===== src/rtl/pixel_controller.sv =====
// Scan controller for an 8-digit common-anode 7-segment display: each scan tick
// enables the next digit (active-low anode) and reports its index on seg_sel.
module pixel_controller (
    input  logic       clk_480Hz,
    input  logic       reset,
    output logic       a7,
    output logic       a6,
    output logic       a5,
    output logic       a4,
    output logic       a3,
    output logic       a2,
    output logic       a1,
    output logic       a0,
    output logic [2:0] seg_sel
);

    typedef enum logic [2:0] {
        S0 = 3'd0,
        S1 = 3'd1,
        S2 = 3'd2,
        S3 = 3'd3,
        S4 = 3'd4,
        S5 = 3'd5,
        S6 = 3'd6,
        S7 = 3'd7
    } state_t;

    state_t      state_reg;
    state_t      state_next;
    logic [7:0]  anodes_reg;
    logic [2:0]  seg_sel_reg;

    // Constant one-cold anode pattern for each digit position.
    logic [7:0]  anode_pattern [8];

    generate
        for (genvar gi = 0; gi < 8; gi++) begin : g_pattern
            assign anode_pattern[gi] = ~(8'b1 << gi);
        end
    endgenerate

    always_comb begin
        state_next = S0;
        unique case (state_reg)
            S0:      state_next = S1;
            S1:      state_next = S2;
            S2:      state_next = S3;
            S3:      state_next = S4;
            S4:      state_next = S5;
            S5:      state_next = S6;
            S6:      state_next = S7;
            S7:      state_next = S0;
            default: state_next = S0;
        endcase
    end

    // Outputs are registered from the next state so all anodes and seg_sel
    // switch together on the same edge, with no decode glitches between them.
    always_ff @(posedge clk_480Hz) begin
        if (!reset) begin
            state_reg   <= S0;
            anodes_reg  <= anode_pattern[0];
            seg_sel_reg <= 3'd0;
        end else begin
            state_reg   <= state_next;
            anodes_reg  <= anode_pattern[state_next];
            seg_sel_reg <= state_next;
        end
    end

    assign {a7, a6, a5, a4, a3, a2, a1, a0} = anodes_reg;
    assign seg_sel = seg_sel_reg;

endmodule


===== config.mk =====
export PLATFORM = sky130hd
export DESIGN_NAME = pixel_controller
export DESIGN_NICKNAME = d
export VERILOG_FILES = /design/src/rtl/pixel_controller.sv
export SDC_FILE = /design/constraint.sdc
export NUM_CORES = 1
export LEC_CHECK = 0
export BUFFER_PORTS_ARGS = -buffer_cell sky130_fd_sc_hd__buf_2
export CAP_MARGIN = 10
export CELL_PAD_IN_SITES_DETAIL_PLACEMENT = 0
export CELL_PAD_IN_SITES_GLOBAL_PLACEMENT = 1
export CORE_AREA = 2 2 39 41
export CTS_CLUSTER_SIZE = 24
export DETAILED_ROUTE_END_ITERATION = 8
export DIE_AREA = 0 0 41 43
export PLACE_DENSITY_LB_ADDON = 0.1
export REMOVE_ABC_BUFFERS = 1
export SLEW_MARGIN = 25
export SYNTH_ARGS = -nofsm -noshare
export SYNTH_HDL_FRONTEND = slang
export SYNTH_SLANG_ARGS = --single-unit

===== constraint.sdc =====
create_clock -name clk_480Hz -period 1.24 [get_ports clk_480Hz]
set_input_delay 0.124 -clock clk_480Hz [delete_from_list [all_inputs] [get_ports clk_480Hz]]
set_output_delay 0.124 -clock clk_480Hz [all_outputs]
set_load 0.03 [all_outputs]

# Word level (Yosys, flattened, before mapping)
# Memories as Yosys holds them, arrays and structs flattened. A register that Yosys moved wholly into a read port is not among the register bits.
# Cells that the tools add are included.
# word_totals
regBits,3
romBits,88
in_bits,2
out_inout_bits,11
elab_cells,6
mem_count,2
# mem_list
name,words,width,rd,rd_ports_with_merged_regs,write_ports,line_no,text
(name not given),8,8,1,1,0,66,anodes_reg <= anode_pattern[state_next];
(name not given),8,3,1,1,0,44,unique case (state_reg)
# classes
muxes,1
bitwise,1
reduce_logical,1
# op_table
cell,n
$not A3 Y4,1
$mux W3,1
$logic_not A1 Y1,1

# Longest topological paths before layout
# depth
word_depth,1
mapped_depth,5
depth_no_buf,4

# Worst setup path after synthesis
# No wires, ideal clock.
# synth_path
path_type,reg2reg
from,register state_next[1] (netlist name)
to,register state_next[1] (netlist name)
setup_ps,111
arrival_time_ps,921
setup_slack_ps,208
path_stages_with_launch,5
n_path_buf,2
synth_period_minus_slack_ps,1032
path_cell_list,dfxtp_1 > and2_1 > buf_4 > ha_1 > clkbuf_1
# synth_between
elab_chain_cells,1
# synth_rtl
item
$mux W3 (no source line)
# No other way between the ends.
# A chain may end at the register's enable or synchronous reset.

# Final worst setup path
# layout_path
from,register state_next[0] (netlist name)
to,register state_next[2] (netlist name)
# layout_between
elab_chain_cells,1
# layout_rtl
item
$mux W3 (no source line)
# No other way between the ends.

==> summary by stage <==
STA
The final hold violation count is 0. The worst path in the final design needs a cycle of 1.042 ns, including I/O delays and setup. The number of pins exceeding their max-slew limit in the final report came to 0. On the final layout, the worst clock skew is 0.002160 ns. The accumulated negative setup slack is 0 ns. Headroom to the max-slew limit came out at 83.81%. The final setup violation count is 0. The transition time of the tightest slew-check pin is 0.2425 ns. Setup repair after global routing left no endpoint under its margin. Derived from the worst setup path, the maximum achievable clock frequency is 959.6 MHz. The final clock period utilization by the worst path is 84.04%.

Detailed routing
After detailed routing, the total wire length is 604 um. In the final routed layout, each cell accounts on average for 8.882 um. The detail-routed via count per cell is 3.941. The remaining antenna violation count after routing is 0. The routed layout has 268 vias. The iteration count of the initial detailed-routing pass is 2. The post-route DRC violation count is 0.

After the first detailed-routing iteration, the DRC count stood at 1.

CTS
The maximum buffer depth of the clock tree is 2. The number of clock sinks seen by CTS is 14. The clock tree from TritonCTS is done. After clock tree synthesis, the clock-pin slew on the worst setup and hold paths is 0.07 ns. Clock tree synthesis selected as its root buffer the cell sky130_fd_sc_hd__clkbuf_4.

The depth of the CTS H-tree is 1. The quantity of hold-fixing buffers added after cts is 0. The clock latency at the later pin of the worst-skew pair is 0.27 ns. Buffers inserted during clock tree synthesis total 3. The number of buffers inserted by post-CTS setup repair is 0. Gates resized during post-CTS repair numbered 0.

Placed design
The total placed cells including tap cells is 65. Input and output buffers added on the ports amount to 12. The routability congestion estimate from global placement is 0.6954. The half-perimeter wire length after placement is 471 um.

Floorplan
The number of core rows is 14. The die boundary width is 41 um. The initial utilization of the core area, before any placement, comes to 31.46%. The die covers 1763 um^2. The core region area is 1384 um^2. The die outline height is 43 um. During I/O placement, the number of pins put on the boundary was 13.

Cells and area
After the flow finishes, the layout carries non-filler instances totaling 68. The number of antenna diodes is 0. The multi-input gate area in the final layout is 136.4 um^2. The relative area change from synthesis to final layout is 22.70%. For this run, the post-layout net count is 58. Fill cells in the final layout number 151.

Summing all flip-flop and latch instances after layout gives 280.3 um^2. The register with the most flip-flops in the layout has 8 of them. The post-route netlist has 36.54% of its cells at a drive strength greater than 1.

Setup path
STA classifies the critical path endpoint as a flip-flop. The setup path with the least slack is of type reg -> reg. The setup slack on the worst flop-to-flop path is 0.20 ns.

The highest net fanout along the worst path is 8. The critical path data arrival time is 1.24 ns. For the worst setup path, the data required time is 1.44 ns. The startpoint identified for the worst register-to-register timing path is state_next[0].

The beginning of the critical path is state_next[0]. The count of cells along the worst register-to-register path is 4. In this run the critical register-to-register path is captured at state_next[2].

The worst setup path is launched from a flip-flop. The critical path ends at state_next[2].

Global routing
The first-pass GRT wire length is 1028 um. The global-route total usage across every layer is 9.422%. The number of global-route vias before repair is 246. The maximum number of pins on one net before global-route repair is 9. The residual overflow from global routing is 0. The initial antenna violation count is 0.

Logic synthesis
The number of different library cells in the post-synthesis netlist is 16. After synthesis, flip-flops and latches occupy 64.37% of the total area. The total of flip-flops plus latches after synthesis is 14. The synthesized netlist occupies a cell area of 435.4 um^2. The number of warning messages in the yosys log is 0. The synthesized area per cell is 11.46 um^2. The count of mapped cells out of synthesis is 38.

Status
The run finished with clean final reports.

Power and ir drop
In this run the power density over the cells is 1606 nW/um^2. The worst-case IR drop observed on VDD is 0.0005545 V. The leakage power of the design is 0.2335 nW.

Job
Across the run, the number of max-cap violations was 0.

Worst hold path
The min-delay analysis places its worst path in the category in -> reg.
[per-stage QoR]
step	worst slack [ns]	utilization (%)	hold slack, ns	power (mW)	area (um^2)
final	0.1979	38.61	0.1273	0.8582	534.3
after CTS	0.1846	38.61	0.1209	0.8771	534.3
after floorplan	0.2883	-	0.2457	0.5956	424.2
after global routing	0.1085	38.61	0.1182	0.9098	534.3
after global placement	0.2314	36.98	0.4175	0.6348	511.7
after detailed placement	0.2015	36.98	0.4178	0.6357	511.7
[worst min path at each step]
stage / start / to / slack [ns] / cells past startpoint
after floorplan: reset / seg_sel[0] / 0.25 / 1
after global placement: reset / anodes_reg[0] / 0.42 / 2
after detailed placement: reset / anodes_reg[0] / 0.42 / 2
after CTS: reset / anodes_reg[0] / 0.12 / 2
after global routing: reset / anodes_reg[0] / 0.12 / 2
final: reset / anodes_reg[0] / 0.13 / 2
[metal layers]
layer | up-vias | part of all wire [%] | track usage, %
met4 | 0 | 0 | 8.000
li1 | 146 | - | -
met5 | - | 0 | 0
met3 | 0 | 8.1 | 6.283
met2 | 9 | 50 | 12.19
met1 | 113 | 41 | 9.934
[final cells by class]
type	count	area share, %
sequential	14	52.46
tap	16	3.747
timing repair buffer	13	12.65
inverter	2	1.405
clock buffer	3	4.215
multi-input combinational	20	25.53
[cell usage in the layout, fill, tap and decap left out]
cell,n
sky130_fd_sc_hd__nand3_1,1
sky130_fd_sc_hd__buf_2,12
sky130_fd_sc_hd__ha_1,2
sky130_fd_sc_hd__and2b_1,2
sky130_fd_sc_hd__inv_1,1
sky130_fd_sc_hd__inv_2,1
sky130_fd_sc_hd__and2_4,1
sky130_fd_sc_hd__and2_1,4
sky130_fd_sc_hd__o31a_1,1
sky130_fd_sc_hd__nor2b_1,1
sky130_fd_sc_hd__clkbuf_4,3
sky130_fd_sc_hd__nand2_1,5
sky130_fd_sc_hd__buf_4,1
sky130_fd_sc_hd__dfxtp_1,14
sky130_fd_sc_hd__nand3_2,1
sky130_fd_sc_hd__nor2_1,1
sky130_fd_sc_hd__mux2i_1,1
[cell families (layout without fill, tap and decap cells)]
| group | Yosys count | count (layout) | synth area share, % |
|---|---|---|---|
| simple gates | 16 | 16 | 21.26 |
| flops | 14 | 14 | 64.37 |
| buf+inv | 4 | 18 | 4.309 |
| fa+ha+maj | 2 | 2 | 5.746 |
| compound gates | 1 | 1 | 2.012 |
| mux | 1 | 1 | 2.299 |
[report_power, final]
group | leakage, nW | internal [mW] | switching (mW)
clock network | 0.0138 | 0.112 | 0.124
registers | 0.115 | 0.483 | 0.0185
logic | 0.104 | 0.0443 | 0.0765
[worst max-delay path, stage by stage, from the launching register on]
cell	delay (ns)
sky130_fd_sc_hd__dfxtp_1	0.46
sky130_fd_sc_hd__and2_1	0.23
sky130_fd_sc_hd__ha_1	0.16
sky130_fd_sc_hd__inv_1	0.03
sky130_fd_sc_hd__mux2i_1	0.10
[cell usage after synthesis, drive strengths merged]
library cell | instances | area [um^2]
buf | 1 | 7.510
inv | 2 | 7.500
nand3 | 2 | 15.01
dfxtp | 14 | 280.3
clkbuf | 1 | 3.750
nor2b | 1 | 6.260
nor2 | 1 | 3.750
ha | 2 | 25.02
mux2i | 1 | 10.01
and2 | 5 | 33.78
and2b | 2 | 15.01
nand2 | 5 | 18.77
o31a | 1 | 8.760
No activity file was read; power rests on OpenSTA's default activity.
